## config.mk

```make
export PLATFORM = sky130hd
export DESIGN_NAME = write_response_router
export DESIGN_NICKNAME = d
export VERILOG_FILES = /design/src/rtl/write_response_router.sv
export SDC_FILE = /design/constraint.sdc
export NUM_CORES = 1
export LEC_CHECK = 0
export BUFFER_PORTS_ARGS = -buffer_cell sky130_fd_sc_hd__buf_2
export CAP_MARGIN = 15
export CORE_MARGIN = 4
export CORE_UTILIZATION = 40
export CTS_BUF_LIST = sky130_fd_sc_hd__clkbuf_8
export CTS_CLUSTER_DIAMETER = 150
export DETAILED_ROUTE_END_ITERATION = 6
export PLACE_DENSITY_LB_ADDON = 0.1
export SLEW_MARGIN = 40
export SYNTH_ARGS = -nofsm -noshare
export SYNTH_HDL_FRONTEND = slang
export SYNTH_SLANG_ARGS = --single-unit
```

## constraint.sdc

```tcl
create_clock -name clock -period 2.8 [get_ports clock]
set_input_delay 0.56 -clock clock [delete_from_list [all_inputs] [get_ports clock]]
set_output_delay 0.56 -clock clock [all_outputs]
set_load 0.005 [all_outputs]
```

## src/rtl/write_response_router.sv

```systemverilog
// write_response_router: routes shared B-channel responses to the port the Mapper names.
// Ports: clock/reset, s_b* downstream, look_after/came_from Mapper lookup, m_b* upstream,
//   release_id/release_valid free pulse, route_error sticky, delivered_count wrapping.
module write_response_router #(
  parameter int ID_WIDTH        = 6,
  parameter int NUMBER_OF_PORTS = 2,
  parameter int PORT_WIDTH      =
    (NUMBER_OF_PORTS > 1) ? $clog2(NUMBER_OF_PORTS) : 1,
  parameter int COUNT_WIDTH     = 16
) (
  input  logic                       clock,
  input  logic                       reset,
  input  logic [ID_WIDTH:0]          s_bid,
  input  logic [1:0]                 s_bresp,
  input  logic                       s_bvalid,
  output logic                       s_bready,
  output logic [ID_WIDTH:0]          look_after,
  input  logic [PORT_WIDTH-1:0]      came_from,
  output logic [ID_WIDTH:0]          m_bid,
  output logic [1:0]                 m_bresp,
  output logic [NUMBER_OF_PORTS-1:0] m_bvalid,
  input  logic [NUMBER_OF_PORTS-1:0] m_bready,
  output logic [ID_WIDTH:0]          release_id,
  output logic                       release_valid,
  output logic                       route_error,
  output logic [COUNT_WIDTH-1:0]     delivered_count
);

  typedef enum logic [1:0] {
    IDLE,
    LOOKUP,
    DELIVER
  } state_t;

  localparam logic [PORT_WIDTH:0] NP_L =
    NUMBER_OF_PORTS[PORT_WIDTH:0];

  state_t                     state_q, state_d;
  logic [ID_WIDTH:0]          id_q, id_d;
  logic [1:0]                 resp_q, resp_d;
  logic [NUMBER_OF_PORTS-1:0] bvalid_q, bvalid_d;
  logic [ID_WIDTH:0]          rel_id_q, rel_id_d;
  logic                       rel_v_q, rel_v_d;
  logic                       err_q, err_d;
  logic [COUNT_WIDTH-1:0]     cnt_q, cnt_d;
  logic                       rdy_q, rdy_d;

  logic [NUMBER_OF_PORTS-1:0] onehot;
  logic                       in_range;
  logic                       hs;

  // bvalid_q is one-hot, so masking ready with it ignores other ports.
  assign hs       = |(bvalid_q & m_bready);
  assign in_range = {1'b0, came_from} < NP_L;

  always_comb begin
    onehot = '0;
    for (int p = 0; p < NUMBER_OF_PORTS; p++) begin
      onehot[p] = (came_from == p[PORT_WIDTH-1:0]);
    end
  end

  always_comb begin
    state_d  = state_q;
    id_d     = id_q;
    resp_d   = resp_q;
    bvalid_d = bvalid_q;
    rel_id_d = rel_id_q;
    rel_v_d  = 1'b0;
    err_d    = err_q;
    cnt_d    = cnt_q;
    unique case (state_q)
      IDLE: begin
        if (s_bvalid && rdy_q) begin
          id_d    = s_bid;
          resp_d  = s_bresp;
          state_d = LOOKUP;
        end
      end
      LOOKUP: begin
        if (in_range) begin
          bvalid_d = onehot;
          state_d  = DELIVER;
        end else begin
          // Unroutable: drop it but still free the mapping.
          err_d    = 1'b1;
          rel_v_d  = 1'b1;
          rel_id_d = id_q;
          state_d  = IDLE;
        end
      end
      DELIVER: begin
        if (hs) begin
          bvalid_d = '0;
          rel_v_d  = 1'b1;
          rel_id_d = id_q;
          cnt_d    = cnt_q + 1'b1;
          state_d  = IDLE;
        end
      end
      default: state_d = IDLE;
    endcase
    // Registered ready: low on the cycle that returns to IDLE.
    rdy_d = (state_d == IDLE);
  end

  always_ff @(posedge clock) begin
    if (reset) begin
      state_q  <= IDLE;
      id_q     <= '0;
      resp_q   <= '0;
      bvalid_q <= '0;
      rel_id_q <= '0;
      rel_v_q  <= 1'b0;
      err_q    <= 1'b0;
      cnt_q    <= '0;
      rdy_q    <= 1'b0;
    end else begin
      state_q  <= state_d;
      id_q     <= id_d;
      resp_q   <= resp_d;
      bvalid_q <= bvalid_d;
      rel_id_q <= rel_id_d;
      rel_v_q  <= rel_v_d;
      err_q    <= err_d;
      cnt_q    <= cnt_d;
      rdy_q    <= rdy_d;
    end
  end

  assign s_bready        = rdy_q;
  assign look_after      = id_q;
  assign m_bid           = id_q;
  assign m_bresp         = resp_q;
  assign m_bvalid        = bvalid_q;
  assign release_id      = rel_id_q;
  assign release_valid   = rel_v_q;
  assign route_error     = err_q;
  assign delivered_count = cnt_q;

endmodule

```

After elaboration in Yosys (flattened, before gate mapping)
Index checks and enable logic that the tools add are counted.
- bits in registers: 38
- input bits: 15
- output and inout port bits: 44
- word-level logic and storage cells: 30
- add/subtract/negate cells: 1
- equality and inequality tests: 3
- mux-type cells: 6
- bitwise logic cells: 3
- reduce and logical (&&, ||, !) cells: 9
- operators with widths (kind ; count):
    $add A16 B1 Y16 const B ; 1
    $mux W2 ; 3
    $pmux W2 S3 ; 1
    $reduce_and A2 Y1 ; 3
    $logic_not A2 Y1 ; 2
    $pmux W2 S2 ; 1
    $reduce_or A2 Y1 ; 2
    $and A2 B2 Y2 ; 1
    $eq A2 B1 Y1 const B ; 1
    $eq A2 B2 Y1 const B ; 1
    $ne A2 B2 Y1 const B ; 1
    $not A1 Y1 ; 2
    $reduce_bool A2 Y1 ; 1
    $logic_and A1 B1 Y1 ; 1
    $mux W1 ; 1

Depth between registers and ports, before layout
- word-level depth: 5
- mapped depth: 5
- gate-level depth less buffers: 5

Least setup slack after synthesis
Ideal clock, no wire load.
- kind: input to register
- start point: input m_bready[0]
- end point: register cnt_q[13], in the netlist delivered_count[13]
- library setup time: 0.070 ns
- data arrival time: 1.673 ns
- required time: 2.730 ns
- setup slack: 1.057 ns
- cell stages on the path: 4
- path buffers: 0
- cells stage by stage: a22oi_2 -> or4_4 -> or3_1 -> a21oi_1
- word-level cells in the longest chain between the ends: 3
- ends and longest elaborated chain (item ; RTL line ; text):
    start: declaration ; 22 ; input logic [NUMBER_OF_PORTS-1:0] m_bready,
    $and A2 B2 Y2 ; 53 ; assign hs = |(bvalid_q & m_bready);
    $reduce_or A2 Y1 ; 53 ;
    $reduce_and A2 Y1 (no source line) ; - ;
    end signal: assignment ; 126 ; cnt_q <= cnt_d;
    end: declaration ; 45 ; logic [COUNT_WIDTH-1:0] cnt_q, cnt_d;
Every way passes these cells.
A chain may end at the register's enable or synchronous reset.

Worst setup path in the final report
- start point: register cnt_q[0], in the netlist delivered_count[0]
- end point: register cnt_q[14], in the netlist delivered_count[14]
- word-level cells in the longest chain between the ends: 1
- ends and longest elaborated chain (item ; RTL line ; text):
    $add A16 B1 Y16 ; 97 ; cnt_d = cnt_q + 1'b1;
Every way passes these cells.

==> run metrics <==
status=finished clean; clk sinks=38; TNS Setup=0 ps; Mapped Avg Cell Area=roughly 8.3 sq um; register area=between 700 and 800 sq um; cell area after layout=0.001907 sq mm; fin util=51.31%; worst clock skew=4.113 ps; total grt overflow=0; ant diodes=0; yosys warns=0; number of synthesized flops with an enable pin=0; final antenna-violating net count=0; Setup CP Type=flip-flop to flip-flop; flop2flop setup slack=roughly 1000 ps; routed len/inst=11.73 um; RSZ-0062 raised after global routing=false; post_cts resized=0; DP HPWL=approximately 2500 um; Worst R2R Path Depth=5; Setup Viol. Count Final=0; reg2reg end=delivered_count[14]$_SDFFE_PP0P_; top cells by area, synth=dfxtp_1 (49%), nand2_1 (10%), a21oi_1 (7.4%); IO Pins=slightly below 60; CTS buffer count=5; crit end category=flip-flop; mux share of post-synthesis cell area=less than 1%; top-count cell post-synth=nand2_1; critical path arrival=2000 ps; first-pass GRT wire length=a little under 6000 um; min-delay worst type=flip-flop to flip-flop; Initial Util=42.09%; die area=0.004974 sq mm; Area Growth Syn to Fin=21.92%; flops & latches, synth=38; Netlist cell types=32; max frequency=about 560 MHz; complex-gate fraction of the synthesized area=about 11%; Async SR Flop Fraction=0%; initial antenna violation count=0; Max Cap Viol=0; Remaining DRCs=0; Tmin final=between 1500 and 2000 ps; CTS Hold Bufs=0; CP max FO=7; Power Density=500.4 mW/mm^2; clk_lat worst skew=~280 ps; worst r2r src=delivered_count[0]$_SDFFE_PP0P_; maximum root-to-sink buffer count=2; postcts setup bufs=0; vias=1,369; largest net degree at the start of global routing=27; Filler cells=379; share of the synthesized area in the top cell type=approximately 50%; fin nets=between 200 and 300; layout cells sized above 1=about 28%; die extent in x=between 70 and 80 um; hold path depth=2; Simple-Gate Fraction of Synth Area=between 20 and 30%; final WL=roughly 3400 um; cell count after synthesis=188; Clock Root Buffer=clkbuf_8; Worst-path clk slew=70 ps; WP data required=3010 ps; Hold EP=m_bresp[1]$_SDFFE_PP0P_; Hold Path Origin=m_bresp[1]$_SDFFE_PP0P_; die height=slightly above 70 um; LEAKAGE=0.8729 nW; CP startpoint kind=flip-flop; final count of pins violating max slew=0; vias in the first global route=roughly 1.3k; Clock H-tree levels=2; post-synthesis xor/xnor area fraction=roughly 5%; Synth Area in Adders=0.8000%; multi-input logic area=approximately 710 sq um; largest family of logic cells by synthesized area=simple AND/OR/NAND/NOR gates; post-synth top area cell=dfxtp_1; post-synth net total=just over 200; synthesized area=approximately 0.0016 sq mm; endpoints failing hold=0; Max IR drop VDD=~0.26 mV; RD Place Congestion=around 0.72; core area=0.003716 sq mm; sequential cell area fraction in the yosys report=roughly half; DRT iter0 DRCs=109; DRT Pass-1 Iters=5; Buffers on Ports=57; ys flop type=dfxtp_1; row cnt=22; DP Area=0.001831 sq mm; Commonest cells post-synth=nand2_1 (42), dfxtp_1 (38), a21oi_1 (23); routed vias/inst=4.787; GRT Resource Usage Total=around 14%; CTS tree=done; Final period util=between 60% and 70%
routing by layer:
layer	vias up	part of all wire (%)	global-route usage [%]	wire length, um
met4	0	0.57	4.175	19
met5	-	0	0	0
met3	2	5.9	4.688	197
met1	599	48	18.99	1611
li1	734	-	-	-
met2	34	45	21.73	1526
worst max path at each step:
stage          slack (ps)                                to  depth (start not counted)                       startpoint
2_1_floorplan        1060  delivered_count[13]$_SDFFE_PP0P_                          4                      m_bready[0]
3_3_place_gp          910  delivered_count[13]$_SDFFE_PP0P_                          5                      m_bready[0]
3_5_place_dp          890  delivered_count[13]$_SDFFE_PP0P_                          5                      m_bready[0]
4_1_cts              1010  delivered_count[14]$_SDFFE_PP0P_                          5  delivered_count[0]$_SDFFE_PP0P_
5_1_grt               910  delivered_count[14]$_SDFFE_PP0P_                          5  delivered_count[0]$_SDFFE_PP0P_
6_report             1020  delivered_count[14]$_SDFFE_PP0P_                          5  delivered_count[0]$_SDFFE_PP0P_
through the flow:
stage | hold slack, ps | worst slack, ps | total power [mW] | cells
2_1_floorplan | 452.7 | 1057 | 0.6152 | 188
3_3_place_gp | 441.7 | 912.2 | 0.6408 | 279
3_5_place_dp | 444.9 | 893.8 | 0.6409 | 279
4_1_cts | 454.6 | 1005 | 0.9776 | 286
5_1_grt | 476.1 | 914.6 | 1.009 | 286
6_report | 451.2 | 1016 | 0.9541 | 286
cells by family (layout without fill, tap and decap cells):
group                      Yosys count  count (layout)
DFF                                 38              38
xor gates and xnor gates             9               9
other                                1               1
muxes                                1               1
AOI/OAI and AO/OA                   32              32
adders and majority gates            1               1
buffers and inverters               16              66
and+or+nand+nor                     90              90
placed cells by master (no fill, tap or decap), types with 2 or more instances in the layout:
master | netlist | final
nand4_1 | 6 | 6
inv_1 | 1 | 3
or3_1 | 4 | 4
dfxtp_1 | 38 | 38
o21ai_0 | 4 | 4
buf_2 | 0 | 57
nand3_1 | 5 | 5
and3_1 | 2 | 2
clkbuf_8 | 0 | 5
nor2b_1 | 2 | 2
nand2_1 | 42 | 42
nor2_1 | 18 | 18
nor3_1 | 2 | 2
xor2_1 | 5 | 5
nor4_1 | 2 | 2
a21oi_1 | 23 | 23
xnor2_1 | 4 | 4
a31oi_1 | 2 | 2
state kept, by name, indices dropped and copies added (netlist names):
register         count
state_q              2
m_bvalid             2
look_after           7
m_bresp              2
s_bready             1
release_valid        1
release_id           7
delivered_count     16
worst max-delay path, cell delays in order, from the launching register on:
cell	delay [ps]
dfxtp_1	410
ha_1	190
and4b_1	250
nand4_1	260
or4_1	470
a21oi_1	140
power by group:
| group | switching (mW) | internal (mW) |
|---|---|---|
| Sequential | 0.00975 | 0.552 |
| Combinational | 0.0368 | 0.0282 |
| Clock | 0.163 | 0.164 |
| Total | 0.210 | 0.744 |
area by class of cell:
class	count	area share [%]
Multi-Input combinational cell	134	37.40
Clock inverter	2	0.3937
Sequential cell	38	39.90
Clock buffer	5	3.609
Inverter	1	0.1969
Timing Repair Buffer	58	15.35
Tap cell	48	3.150
No activity file was read; power rests on OpenSTA's default activity.
